### config.mk
export PLATFORM = sky130hd
export DESIGN_NAME = bias_group_sequencer_l17
export DESIGN_NICKNAME = d
export VERILOG_FILES = /design/src/rtl/bias_group_sequencer_l17.sv
export SDC_FILE = /design/constraint.sdc
export NUM_CORES = 1
export LEC_CHECK = 0
export ABC_AREA = 1
export ABC_CLOCK_PERIOD_IN_PS = 2300
export BUFFER_PORTS_ARGS = -buffer_cell sky130_fd_sc_hd__buf_2
export CAP_MARGIN = 20
export CORE_AREA = 2 2 234 236
export DETAILED_ROUTE_END_ITERATION = 8
export DIE_AREA = 0 0 236 238
export GPL_TIMING_DRIVEN = 0
export SYNTH_ARGS = -nofsm -noshare
export SYNTH_HDL_FRONTEND = slang
export SYNTH_SLANG_ARGS = --single-unit
### constraint.sdc
create_clock -name clk -period 2.3 [get_ports clk]
set_clock_uncertainty 0.1 [all_clocks]
set_input_delay 0.23 -clock clk [delete_from_list [all_inputs] [get_ports clk]]
set_output_delay 0.23 -clock clk [all_outputs]
set_load 0.1 [all_outputs]
### src/rtl/bias_group_sequencer_l17.sv
// Layer-17 bias sequencer: walks the bias-mux select z through 16 groups,
// registers each group's bias vector and gates pixel accumulation per group.
//
// state | meaning
// IDLE  | waiting for start; z=0, pix_cnt=0
// LOAD  | one cycle for the bias mux to settle on z; bias_q captured on exit
// RUN   | accepting pixels for group z until N_PIX have been taken
// DONE  | layer finished; single-cycle layer_done, then back to IDLE
module bias_group_sequencer_l17 #(
    parameter int N_adder_tree = 16,
    parameter int N_PIX        = 196,
    parameter int PIX_W        = 8
) (
    input  logic                         clk,
    input  logic                         rst,
    input  logic                         start,
    input  logic                         abort,
    input  logic [N_adder_tree*18-1:0]   BIAS,
    input  logic                         px_valid,
    output logic                         px_ready,
    output logic [3:0]                   z,
    output logic [N_adder_tree*18-1:0]   bias_q,
    output logic                         bias_q_valid,
    output logic [PIX_W-1:0]             pix_cnt,
    output logic                         group_done,
    output logic                         layer_done,
    output logic                         busy
);

    localparam logic [PIX_W-1:0] PIX_LAST = PIX_W'(N_PIX - 1);
    localparam logic [3:0]       Z_LAST   = 4'd15;

    typedef enum logic [1:0] {
        S_IDLE = 2'd0,
        S_LOAD = 2'd1,
        S_RUN  = 2'd2,
        S_DONE = 2'd3
    } state_t;

    state_t state;
    state_t state_nxt;

    logic accept;
    logic pix_last;

    assign accept   = (state == S_RUN) && px_valid;
    assign pix_last = accept && (pix_cnt == PIX_LAST);

    always_ff @(posedge clk) begin
        if (rst) begin
            state <= S_IDLE;
        end else begin
            state <= state_nxt;
        end
    end

    always_comb begin
        state_nxt = state;
        if (abort) begin
            state_nxt = S_IDLE;
        end else begin
            case (state)
                S_IDLE: if (start) state_nxt = S_LOAD;
                S_LOAD: state_nxt = S_RUN;
                S_RUN: begin
                    if (pix_last) begin
                        state_nxt = (z == Z_LAST) ? S_DONE : S_LOAD;
                    end
                end
                S_DONE: state_nxt = S_IDLE;
                default: state_nxt = S_IDLE;
            endcase
        end
    end

    always_comb begin
        px_ready     = 1'b0;
        bias_q_valid = 1'b0;
        layer_done   = 1'b0;
        busy         = 1'b1;
        case (state)
            S_IDLE: busy = 1'b0;
            S_RUN: begin
                px_ready     = 1'b1;
                bias_q_valid = 1'b1;
            end
            S_DONE: layer_done = 1'b1;
            default: ;
        endcase
    end

    // z only moves when leaving RUN, so the mux has the whole LOAD cycle to settle
    always_ff @(posedge clk) begin
        if (rst || abort) begin
            z <= 4'd0;
        end else if (state == S_DONE) begin
            z <= 4'd0;
        end else if (pix_last && (z != Z_LAST)) begin
            z <= z + 4'd1;
        end
    end

    always_ff @(posedge clk) begin
        if (rst || abort) begin
            pix_cnt <= '0;
        end else if (pix_last) begin
            pix_cnt <= '0;
        end else if (accept) begin
            pix_cnt <= pix_cnt + PIX_W'(1);
        end
    end

    always_ff @(posedge clk) begin
        if (rst || abort) begin
            group_done <= 1'b0;
        end else begin
            group_done <= pix_last;
        end
    end

    // an aborted LOAD leaves the previously captured bias in place
    always_ff @(posedge clk) begin
        if (rst) begin
            bias_q <= '0;
        end else if ((state == S_LOAD) && !abort) begin
            bias_q <= BIAS;
        end
    end

endmodule

==> results_dict.tcl <==
set metrics [dict create \
    status "finished, final reports clean" \
    ant_nets 0 \
    grt_usage 0.169 \
    r2r-end "bias_q[178]$_SDFFE_PP0P_" \
    leakage_nw 8.23 \
    finalHoldViolCount 0 \
    yosysTopAreaCellShare 0.543 \
    dp_cells 2681 \
    synthSimpleGateAreaFrac 0.252 \
    gp_congestion 0.857 \
    synth-seq-cells 303 \
    num_rows 85 \
    syn_nets 1684 \
    ys.warnings.count 0 \
    grt_pass1_vias 13400 \
    crit_path_end "px_ready" \
    grt_overflow 0 \
    synth_top_family_by_area "simple AND/OR/NAND/NOR gates" \
    synth_area_leaders "dfxtp_1 (54%), nand3_1 (13%), a21oi_1 (13%)" \
    top_layer "met4" \
    rsz0062_at_grt "no" \
    syn_avg_cell_area_um2 8.04 \
    crit_path_end_kind "output pin" \
    synth-compound-area-share 0.134 \
    initial_core_util 0.209 \
    drv_cap 0 \
    port_buffers 596 \
    nets 2610 \
    ys_seq_area_frac 0.543 \
    coreArea_um2 53500 \
    synth.area.mux_share 0 \
    wl_met1_um 20300 \
    drc 0 \
    cts_buffer_depth 3 \
    die_area_um2 56200 \
    die_h_um 238 \
    drive_gt1_frac 0.310 \
    root_buffer "clkbuf_16" \
    clk-insertion-delay-late_ns 0.53 \
    dp_hpwl_um 35500 \
    crit_start "state[1]$_SDFFE_PP0P_" \
    cts.reportedPaths.clkPinSlew_ns 0.06 \
    setup_viol 0 \
    synth_xor_xnor_area_share 0.00235 \
    worst_slew_pin_slew_ns 0.875 \
    p_total_mw 13.1 \
    powerDensity_nw_per_um2 686 \
    grt_pass1_wl_um 75300 \
    startpoint_type "flip-flop" \
    max_slew_margin 0.417 \
    wl_per_cell_um 16.7 \
    crit_fanout 5 \
    regToRegStartpoint "state[1]$_SDFFE_PP0P_" \
    synth_area_leader_cell "dfxtp_1" \
    die_w_um 236 \
    detail_route.iter0.violations 653 \
    synthesis.area_um2 11200 \
    final_util 0.356 \
    ys_types 21 \
    path_class "reg -> out" \
    arrival_ns 1.74 \
    area_growth_pct 70.7 \
    setup_tns_ns 0 \
    slew_viol_final 0 \
    vias 13500 \
    h-tree-depth 2 \
    synth_fa_ha_area_frac 0.00224 \
    antenna_found_initial 1 \
    ioPinCount 598 \
    clkSinkCount 303 \
    netlist_instances 1389 \
    ctsResizeCount 0 \
    routed_wl_um 50600 \
    viasPerCell 4.43 \
    max_freq_mhz 483 \
    worstRegToRegCells 6 \
    wl_met3_um 3700 \
    cts_made_buffers 36 \
    hp-class "in -> reg" \
    post-route-period-util 0.900 \
    max-vdd-ir-drop_v 0.000454 \
    worstPathRequired_ns 1.97 \
    routed-wl-met2_um 24000 \
    firstDrtPassIters 7 \
    cts_tree "built" \
    fin_crit_ns 2.07 \
    worstHoldPathCells 5 \
    grt_max_degree 13 \
    r2r_setup_slack_ns 0.32 \
    instances_no_fill 3037 \
]
## kinds of logic (layout without fill, tap and decap cells)
kind of cell / Yosys count / after routing
adders and majority gates: 2 / 2
and+or+nand+nor: 638 / 638
buffers and inverters: 144 / 1093
xor gates and xnor gates: 3 / 3
AOI/OAI and AO/OA: 299 / 299
DFF: 303 / 303
other: 0 / 3
## timing repair
action                    4_1_cts  5_1_grt
hold endpoints to repair      299        0
hold buffers                  292        0
setup buffers                   0        0
## cell type report
cell class / count / area [um2]
clock buffer: 53 / 1040
buffer: 128 / 677
clock inverter: 8 / 71.3
tap: 696 / 871
antenna: 3 / 7.51
timing repair buffer: 888 / 5910
inverter: 16 / 60.1
fill: 5449 / 34400
multi-input combinational: 942 / 4370
sequential: 303 / 6070
## registers in the layout, summed over array words and instances (netlist names)
register	count
group_done	1
pix_cnt	8
z	4
bias_q	288
state	2
## cells in the final DEF, fill, tap and decap left out, types with 14 or more instances in the layout
master and instances:
a21oi_1 297, dlygate4sd3_1 292, nand3_1 300, clkbuf_16 37
nor2_1 16, nand2_1 311, clkbuf_1 68, buf_2 642
dfxtp_1 303, buf_6 14
## cells in the mapped netlist
master    number
nand2_1      311
dfxtp_1      303
nand3_1      300
a21oi_1      297
clkbuf_1      57
buf_2         46
nor2_1        16
buf_6         14
inv_1         12
buf_4          9
inv_2          4
nand2_2        3
nand4_1        3
nor2_4         3
xor2_1         3
buf_1          2
ha_1           2
a31oi_1        1
and3_1         1
nor3b_1        1
o211ai_1       1
## critical path, stage by stage, from the launching register on
cell and delay, ns:
dfxtp_1 0.45, inv_2 0.08, nor2_4 0.15, buf_4 0.13, buf_2 0.41
## worst min path at each step
stage                                   startpoint  slack, ns                       end
after floorplan                          BIAS[144]       0.29  bias_q[144]$_SDFFE_PP0P_
after global placement    bias_q[125]$_SDFFE_PP0P_       0.35  bias_q[125]$_SDFFE_PP0P_
after detailed placement   bias_q[71]$_SDFFE_PP0P_       0.35   bias_q[71]$_SDFFE_PP0P_
after CTS                                    abort       0.25  bias_q[268]$_SDFFE_PP0P_
after global routing                         abort       0.29  bias_q[268]$_SDFFE_PP0P_
final                                        abort       0.27  bias_q[268]$_SDFFE_PP0P_
## report_power, final
part	total (mW)	switching (mW)	internal [mW]
clock	5.45	2.23	3.22
combinational	2.20	1.47	0.728
sequential	5.42	0.0597	5.36
## metrics by stage
stage / instance area (um2) / worst slack [ns] / hold slack, ns
after floorplan: 11200 / 0.217 / 0.294
after global placement: 15000 / -0.0724 / 0.347
after detailed placement: 15000 / -0.0849 / 0.348
after CTS: 19100 / 0.162 / 0.253
after global routing: 19100 / 0.128 / 0.292
final: 19100 / 0.231 / 0.275
## routing by layer
layer  GRT usage  up-vias
met2       0.290      579
li1            -     6569
met4      0.0953        0
met3      0.0414      138
met5           0        -
met1       0.193     6181
Note: power is estimated with default switching activity, not from simulation.
